`src/rtl/charge_requester_pkg.sv`:
```
// Shared types for the charge requester: address/charge words, the 2-lane x 4-slot
// request/response shape, the buffered response record and the sweep FSM states.
package defs;

  localparam int NUM_LANES = 2;
  localparam int SLOTS     = 4;
  localparam int ADDR_W    = 16;
  localparam int CHARGE_W  = 16;

  typedef logic [ADDR_W-1:0]   addr_t;
  typedef logic [CHARGE_W-1:0] charge_t;

  typedef addr_t   [NUM_LANES-1:0][SLOTS-1:0] addr_vec_t;
  typedef charge_t [NUM_LANES-1:0][SLOTS-1:0] charge_vec_t;

  typedef struct packed {
    addr_t       base;
    charge_vec_t data;
  } resp_t;

  typedef enum logic [1:0] {IDLE, ISSUE, DRAIN, FIN} state_t;

  // Request n covers cells 8n .. 8n+7, lane-major then slot.
  function automatic addr_vec_t req_addrs(input int unsigned n);
    addr_vec_t v;
    for (int l = 0; l < NUM_LANES; l++) begin
      for (int k = 0; k < SLOTS; k++) begin
        v[l][k] = addr_t'(n * (NUM_LANES * SLOTS) + l * SLOTS + k);
      end
    end
    return v;
  endfunction

endpackage

```
`src/rtl/charge_requester_fifo.sv`:
```
// First-word-fall-through synchronous FIFO with occupancy count; depth must be a
// power of two so the pointers wrap naturally.
module sync_fifo #(
  parameter int WIDTH = 8,
  parameter int DEPTH = 8
) (
  input  logic                     clk,
  input  logic                     rst,
  input  logic                     push,
  input  logic [WIDTH-1:0]         push_data,
  input  logic                     pop,
  output logic [WIDTH-1:0]         pop_data,
  output logic                     full,
  output logic                     empty,
  output logic [$clog2(DEPTH):0]   count
);

  localparam int AW = (DEPTH > 1) ? $clog2(DEPTH) : 1;
  localparam logic [$clog2(DEPTH):0] ONE = 1;

  logic [WIDTH-1:0] mem [DEPTH];
  logic [AW-1:0]    wr_ptr;
  logic [AW-1:0]    rd_ptr;
  logic             do_pop;

  assign do_pop   = pop && !empty;
  assign full     = (count == ($clog2(DEPTH)+1)'(DEPTH));
  assign empty    = (count == '0);
  assign pop_data = mem[rd_ptr];

  always_ff @(posedge clk) begin
    if (push) mem[wr_ptr] <= push_data;
  end

  always_ff @(posedge clk or posedge rst) begin
    if (rst) begin
      wr_ptr <= '0;
      rd_ptr <= '0;
      count  <= '0;
    end else begin
      if (push)   wr_ptr <= wr_ptr + AW'(1);
      if (do_pop) rd_ptr <= rd_ptr + AW'(1);
      unique case ({push, do_pop})
        2'b10:   count <= count + ONE;
        2'b01:   count <= count - ONE;
        default: ;
      endcase
    end
  end

endmodule

```
`src/rtl/charge_requester.sv`:
```
// Sweeps the charge grid eight cells per request, captures the fixed-latency
// scatterer responses and hands them downstream through a credit-guarded FIFO.
module charge_requester
  import defs::*;
#(
  parameter int NCELLS     = 1024,
  parameter int RD_LATENCY = 3,
  parameter int FIFO_DEPTH = 8
) (
  input  logic        clk,
  input  logic        rst,
  input  logic        start,
  output logic        valid_req,
  output addr_vec_t   grid_addr_out,
  input  charge_vec_t charge_in,
  output logic        out_valid,
  input  logic        out_ready,
  output charge_vec_t out_data,
  output addr_t       out_base,
  output logic        busy,
  output logic        done
);

  localparam int NREQ = NCELLS / 8;
  localparam int CW   = (NREQ > 1) ? $clog2(NREQ) : 1;
  localparam int CNTW = $clog2(FIFO_DEPTH) + 1;
  localparam int OW   = $clog2(FIFO_DEPTH + RD_LATENCY + 2) + 1;

  state_t                 state, state_n;
  logic [CW-1:0]          req_n, req_next;
  logic                   issue, last_sent, room, pop, push;
  logic [OW-1:0]          occ;
  logic [RD_LATENCY-1:0]  vld_sr;
  addr_t [RD_LATENCY-1:0] base_sr;
  resp_t                  push_word, pop_word;
  logic                   fifo_full, fifo_empty;
  logic [CNTW-1:0]        fifo_count;

  assign pop       = out_valid && out_ready;
  assign push      = vld_sr[RD_LATENCY-1];
  assign push_word = '{base: base_sr[RD_LATENCY-1], data: charge_in};
  assign last_sent = valid_req && (req_n == CW'(NREQ - 1));
  assign req_next  = (state == IDLE) ? '0 : req_n + CW'(1);

  // Every driven or in-flight request owns a FIFO slot; issue only if one is left
  // once this cycle's pop has freed its entry.
  assign occ  = OW'(fifo_count) + OW'($countones(vld_sr)) + OW'(valid_req);
  assign room = (occ - OW'(pop)) < OW'(FIFO_DEPTH);

  always_comb begin
    state_n = state;
    issue   = 1'b0;
    unique case (state)
      IDLE: begin
        if (start) begin
          state_n = ISSUE;
          issue   = 1'b1;
        end
      end
      ISSUE: begin
        if (last_sent) state_n = DRAIN;
        else           issue   = room;
      end
      DRAIN: begin
        if ((vld_sr == '0) && ((fifo_count - CNTW'(pop)) == '0)) state_n = FIN;
      end
      FIN:     state_n = IDLE;
      default: state_n = IDLE;
    endcase
  end

  always_ff @(posedge clk or posedge rst) begin
    if (rst) state <= IDLE;
    else     state <= state_n;
  end

  always_ff @(posedge clk or posedge rst) begin
    if (rst) begin
      valid_req     <= 1'b0;
      req_n         <= '0;
      grid_addr_out <= '0;
      vld_sr        <= '0;
      base_sr       <= '0;
    end else begin
      valid_req <= issue;
      if (issue) begin
        req_n         <= req_next;
        grid_addr_out <= req_addrs(32'(req_next));
      end
      vld_sr[0]  <= valid_req;
      base_sr[0] <= grid_addr_out[0][0];
      for (int i = 1; i < RD_LATENCY; i++) begin
        vld_sr[i]  <= vld_sr[i-1];
        base_sr[i] <= base_sr[i-1];
      end
    end
  end

  sync_fifo #(
    .WIDTH ($bits(resp_t)),
    .DEPTH (FIFO_DEPTH)
  ) u_fifo (
    .clk       (clk),
    .rst       (rst),
    .push      (push),
    .push_data (push_word),
    .pop       (pop),
    .pop_data  (pop_word),
    .full      (fifo_full),
    .empty     (fifo_empty),
    .count     (fifo_count)
  );

  assign out_valid = !fifo_empty;
  assign out_data  = out_valid ? pop_word.data : '0;
  assign out_base  = out_valid ? pop_word.base : '0;
  assign busy      = (state != IDLE);
  assign done      = (state == FIN);

  push_not_full: assert property (@(posedge clk) disable iff (rst) !(push && fifo_full));

endmodule

```
`config.mk`:
```
export PLATFORM = sky130hd
export DESIGN_NAME = charge_requester
export DESIGN_NICKNAME = d
export VERILOG_FILES = /design/src/rtl/charge_requester_pkg.sv /design/src/rtl/charge_requester_fifo.sv /design/src/rtl/charge_requester.sv
export SDC_FILE = /design/constraint.sdc
export NUM_CORES = 1
export LEC_CHECK = 0
export ABC_AREA = 1
export BUFFER_PORTS_ARGS = -buffer_cell sky130_fd_sc_hd__buf_2
export CAP_MARGIN = 20
export CORE_ASPECT_RATIO = 1.4
export CORE_MARGIN = 2
export CORE_UTILIZATION = 50
export DETAILED_ROUTE_END_ITERATION = 10
export MAX_ROUTING_LAYER = met4
export PLACE_DENSITY = 0.76
export SLEW_MARGIN = 0
export SYNTH_ARGS = -nofsm -noshare
export SYNTH_HDL_FRONTEND = slang
export SYNTH_SLANG_ARGS = --single-unit
```
`constraint.sdc`:
```
create_clock -name clk -period 16.9 [get_ports clk]
set_input_delay 3.38 -clock clk [delete_from_list [all_inputs] [get_ports clk]]
set_output_delay 3.38 -clock clk [all_outputs]
set_load 0.01 [all_outputs]
```
==> impl_metrics.tcl <==
set metrics [dict create \
    avgRoutedWirePerCell_um 20.5 \
    antenna_found_initial 18 \
    min_period_ns 8.76 \
    io-pin-count 408 \
    path_common_cell "buf_4" \
    clkPwrFrac_pct 24.8 \
    core_um2 89600 \
    setup.worst_path.start_class "flop" \
    drt_iter0_drc 2806 \
    synth-seq-area-share_pct 74.3 \
    r2r-end "grid_addr_out[6]$_DFFE_PP0P_" \
    use_met3_pct 3.95 \
    avgSynthCellArea_um2 13.2 \
    yosys.cell_types.count 28 \
    postRouteAntennaNets 0 \
    ctsResizeCount 0 \
    post_layout_nonfiller_instances 4898 \
    htreeDepth 3 \
    first_pass_iters 7 \
    cp_max_fo 102 \
    path_cells "buf_4 -> buf_4 -> buf_4 -> nor2_1 -> o32ai_1 -> o21ai_0 -> nor2_1 -> buf_2" \
    leakage_nw 17.2 \
    status "finished clean" \
    fin_crit_sh_pct 51.8 \
    holdCritPathClass "reg -> reg" \
    finalHoldViolCount 0 \
    gp_congestion 0.741 \
    fmax_mhz 114 \
    fp-row-count 130 \
    pwr-share-comb_pct 34.9 \
    clock_latency_ns 0.70 \
    peakVddDrop_uv 218 \
    ys_ff_latch 1125 \
    die_area_um2 92800 \
    synth_area_um2 45200 \
    finalWirelength_um 100000 \
    cts_buffers 101 \
    grt_use_met1_pct 26.8 \
    hold_end "base_sr[23]$_DFF_PP0_" \
    slew_headroom_pct 22.7 \
    p_int_mw 5.60 \
    cp_data_arrival_time_ns 5.38 \
    final-setup-viol-count 0 \
    tns_ns 0 \
    layout_commonest_cell "nor2_1" \
    regToRegSetupSlack_ns 11.63 \
    final_nets 3769 \
    reg2reg_depth 23 \
    finalHoldWorstSlack_ns 0.347 \
    grt_pass1_vias 27200 \
    drive_gt1_share_pct 14.5 \
    worstHoldPathCells 0 \
    port_buffers 338 \
    dpl.cell_count 4698 \
    busiest_layer "met2" \
    rsz0062_at_grt "no" \
    cts_buffer_depth 3 \
    p_sw_mw 3.24 \
    fp.dieW_um 258 \
    grt_start_max_net_pins 387 \
    met2_usage_pct 36.1 \
    syn2layout_area_growth_pct 10.9 \
    grt_overflow_total 0 \
    via_count 28000 \
    slowest_stage "dfrtp_4" \
    path_clk_slew_ns 0.06 \
    final_cell_mix "1089 x nor2_1, 1080 x edfxtp_1, 338 x buf_2" \
    grt_pass1_wl_um 153000 \
    synth-warning-count 0 \
    place_hpwl_um 52400 \
    crit_type "reg -> out" \
    cts_setup_buffers 0 \
    slew_viol_final 0 \
    fin_skew_ns 0.0283 \
    min_from "base_sr[7]$_DFF_PP0_" \
    synth_ff_type "edfxtp_1" \
    syn_inst 3417 \
    endpoint_kind "output port" \
    power_frac_seq_pct 40.3 \
    async_flop_share_pct 4.00 \
    cp_slowest_stage_delay_ns 1.08 \
    powerDensity_nw_per_um2 177 \
    start_util_pct 50.4 \
    gr-usage-all-layers_pct 21.9 \
    cts_tree "built" \
    cp.required_ns 13.52 \
    cts_root_buffer "clkbuf_16" \
    switching_share_pct 36.6 \
    cts.sink_count 1125 \
    utilization_pct 55.9 \
    worst_slew_pin_slew_ns 1.16 \
    reg2reg_from "u_fifo.count[2]$_DFFE_PP0P_" \
    drcViolationCount 0 \
    synth_edf_count 1080 \
    hold_buffers 0 \
    via_per_inst 5.72 \
    cap_violations 0 \
    dieHeight_um 360 \
]
kinds of logic (layout without fill, tap and decap cells):
family | after synthesis | in the layout | share of synthesized area (%)
DFF | 1125 | 1125 | 74.3
adders and majority gates | 22 | 22 | 0.643
buffers and inverters | 390 | 599 | 5.08
and+or+nand+nor | 1183 | 1183 | 9.93
AOI/OAI and AO/OA | 689 | 689 | 9.89
xor gates and xnor gates | 7 | 7 | 0.136
other | 1 | 85 | 0.00830
metrics by stage:
stage | area, um2 | setup WS [ns] | total power [mW]
3_5_place_dp | 46800 | 8.88 | 6.71
6_report | 50100 | 8.14 | 8.84
2_1_floorplan | 45400 | 9.84 | 5.76
5_1_grt | 50100 | 7.77 | 9.33
4_1_cts | 50000 | 8.09 | 8.89
3_3_place_gp | 46800 | 8.99 | 6.63
critical path: cells and delay by family (launching register included):
| family | cells | cell delay [ns] |
|---|---|---|
| flip-flops | 1 | 1.08 |
| AO/OA/AOI/OAI | 2 | 0.42 |
| AND/OR/NAND/NOR | 2 | 0.37 |
| buffers and inverters | 4 | 2.74 |
sequential cells by signal, summed over array words and instances, names as in the netlist:
| name | count |
|---|---|
| u_fifo.mem | 1080 |
| base_sr | 21 |
| grid_addr_out | 8 |
| u_fifo.count | 4 |
| u_fifo.rd_ptr | 3 |
| u_fifo.wr_ptr | 3 |
| vld_sr | 3 |
| state | 2 |
| valid_req | 1 |
final cells by class:
class	instances	area, um2
fill	6962	39500
sequential	1125	33600
multi-input combinational	1970	9620
clock buffer	141	2780
timing repair buffer	380	2040
tap	1188	1490
clock inverter	41	369
inverter	37	173
antenna	16	40.0
power by group through the flow:
stage               Clock, mW  Combinational, mW  Sequential [mW]
finish                   2.19               3.09             3.56
global route             2.34               3.41             3.59
CTS                      2.23               3.10             3.56
detailed placement          0               3.09             3.62
global placement            0               3.02             3.61
floorplan                   0               2.16             3.59
routing by layer:
| metal | vias to the layer above | part of all wire [%] | wire length [um] |
|---|---|---|---|
| met5 | - | 0 | 0 |
| met4 | 0 | 2.5 | 2550 |
| met3 | 158 | 8.1 | 8170 |
| met2 | 1242 | 50 | 50300 |
| met1 | 13900 | 39 | 39400 |
| li1 | 12700 | - | - |
Yosys cell counts, types with 8 or more instances:
cell	count	area [um2]
buf_1	8	30.0
buf_2	50	250
buf_4	153	1150
buf_6	25	282
clkbuf_1	117	439
dfrtp_1	45	1130
edfxtp_1	1080	32400
ha_1	20	250
inv_1	35	131
nand2_1	61	229
nand3_1	13	65.1
nor2_1	1097	4120
o21ai_0	325	1630
o21ai_1	87	435
o32ai_1	270	2360
how the worst max path moves through the flow:
| stage | cells past startpoint | slack [ns] | start | end |
|---|---|---|---|---|
| floorplan | 3 | 9.84 | vld_sr[2]$_DFF_PP0_ | u_fifo.mem[0][0]$_DFFE_PP_ |
| detailed placement | 8 | 8.88 | u_fifo.rd_ptr[0]$_DFFE_PP0P_ | out_data[60] |
| CTS | 8 | 8.09 | u_fifo.rd_ptr[0]$_DFFE_PP0P_ | out_data[60] |
| global placement | 8 | 8.99 | u_fifo.rd_ptr[0]$_DFFE_PP0P_ | out_data[71] |
| finish | 8 | 8.14 | u_fifo.rd_ptr[0]$_DFFE_PP0P_ | out_data[60] |
| global route | 8 | 7.77 | u_fifo.rd_ptr[0]$_DFFE_PP0P_ | out_data[71] |
Note: power is estimated with default switching activity, not from simulation.
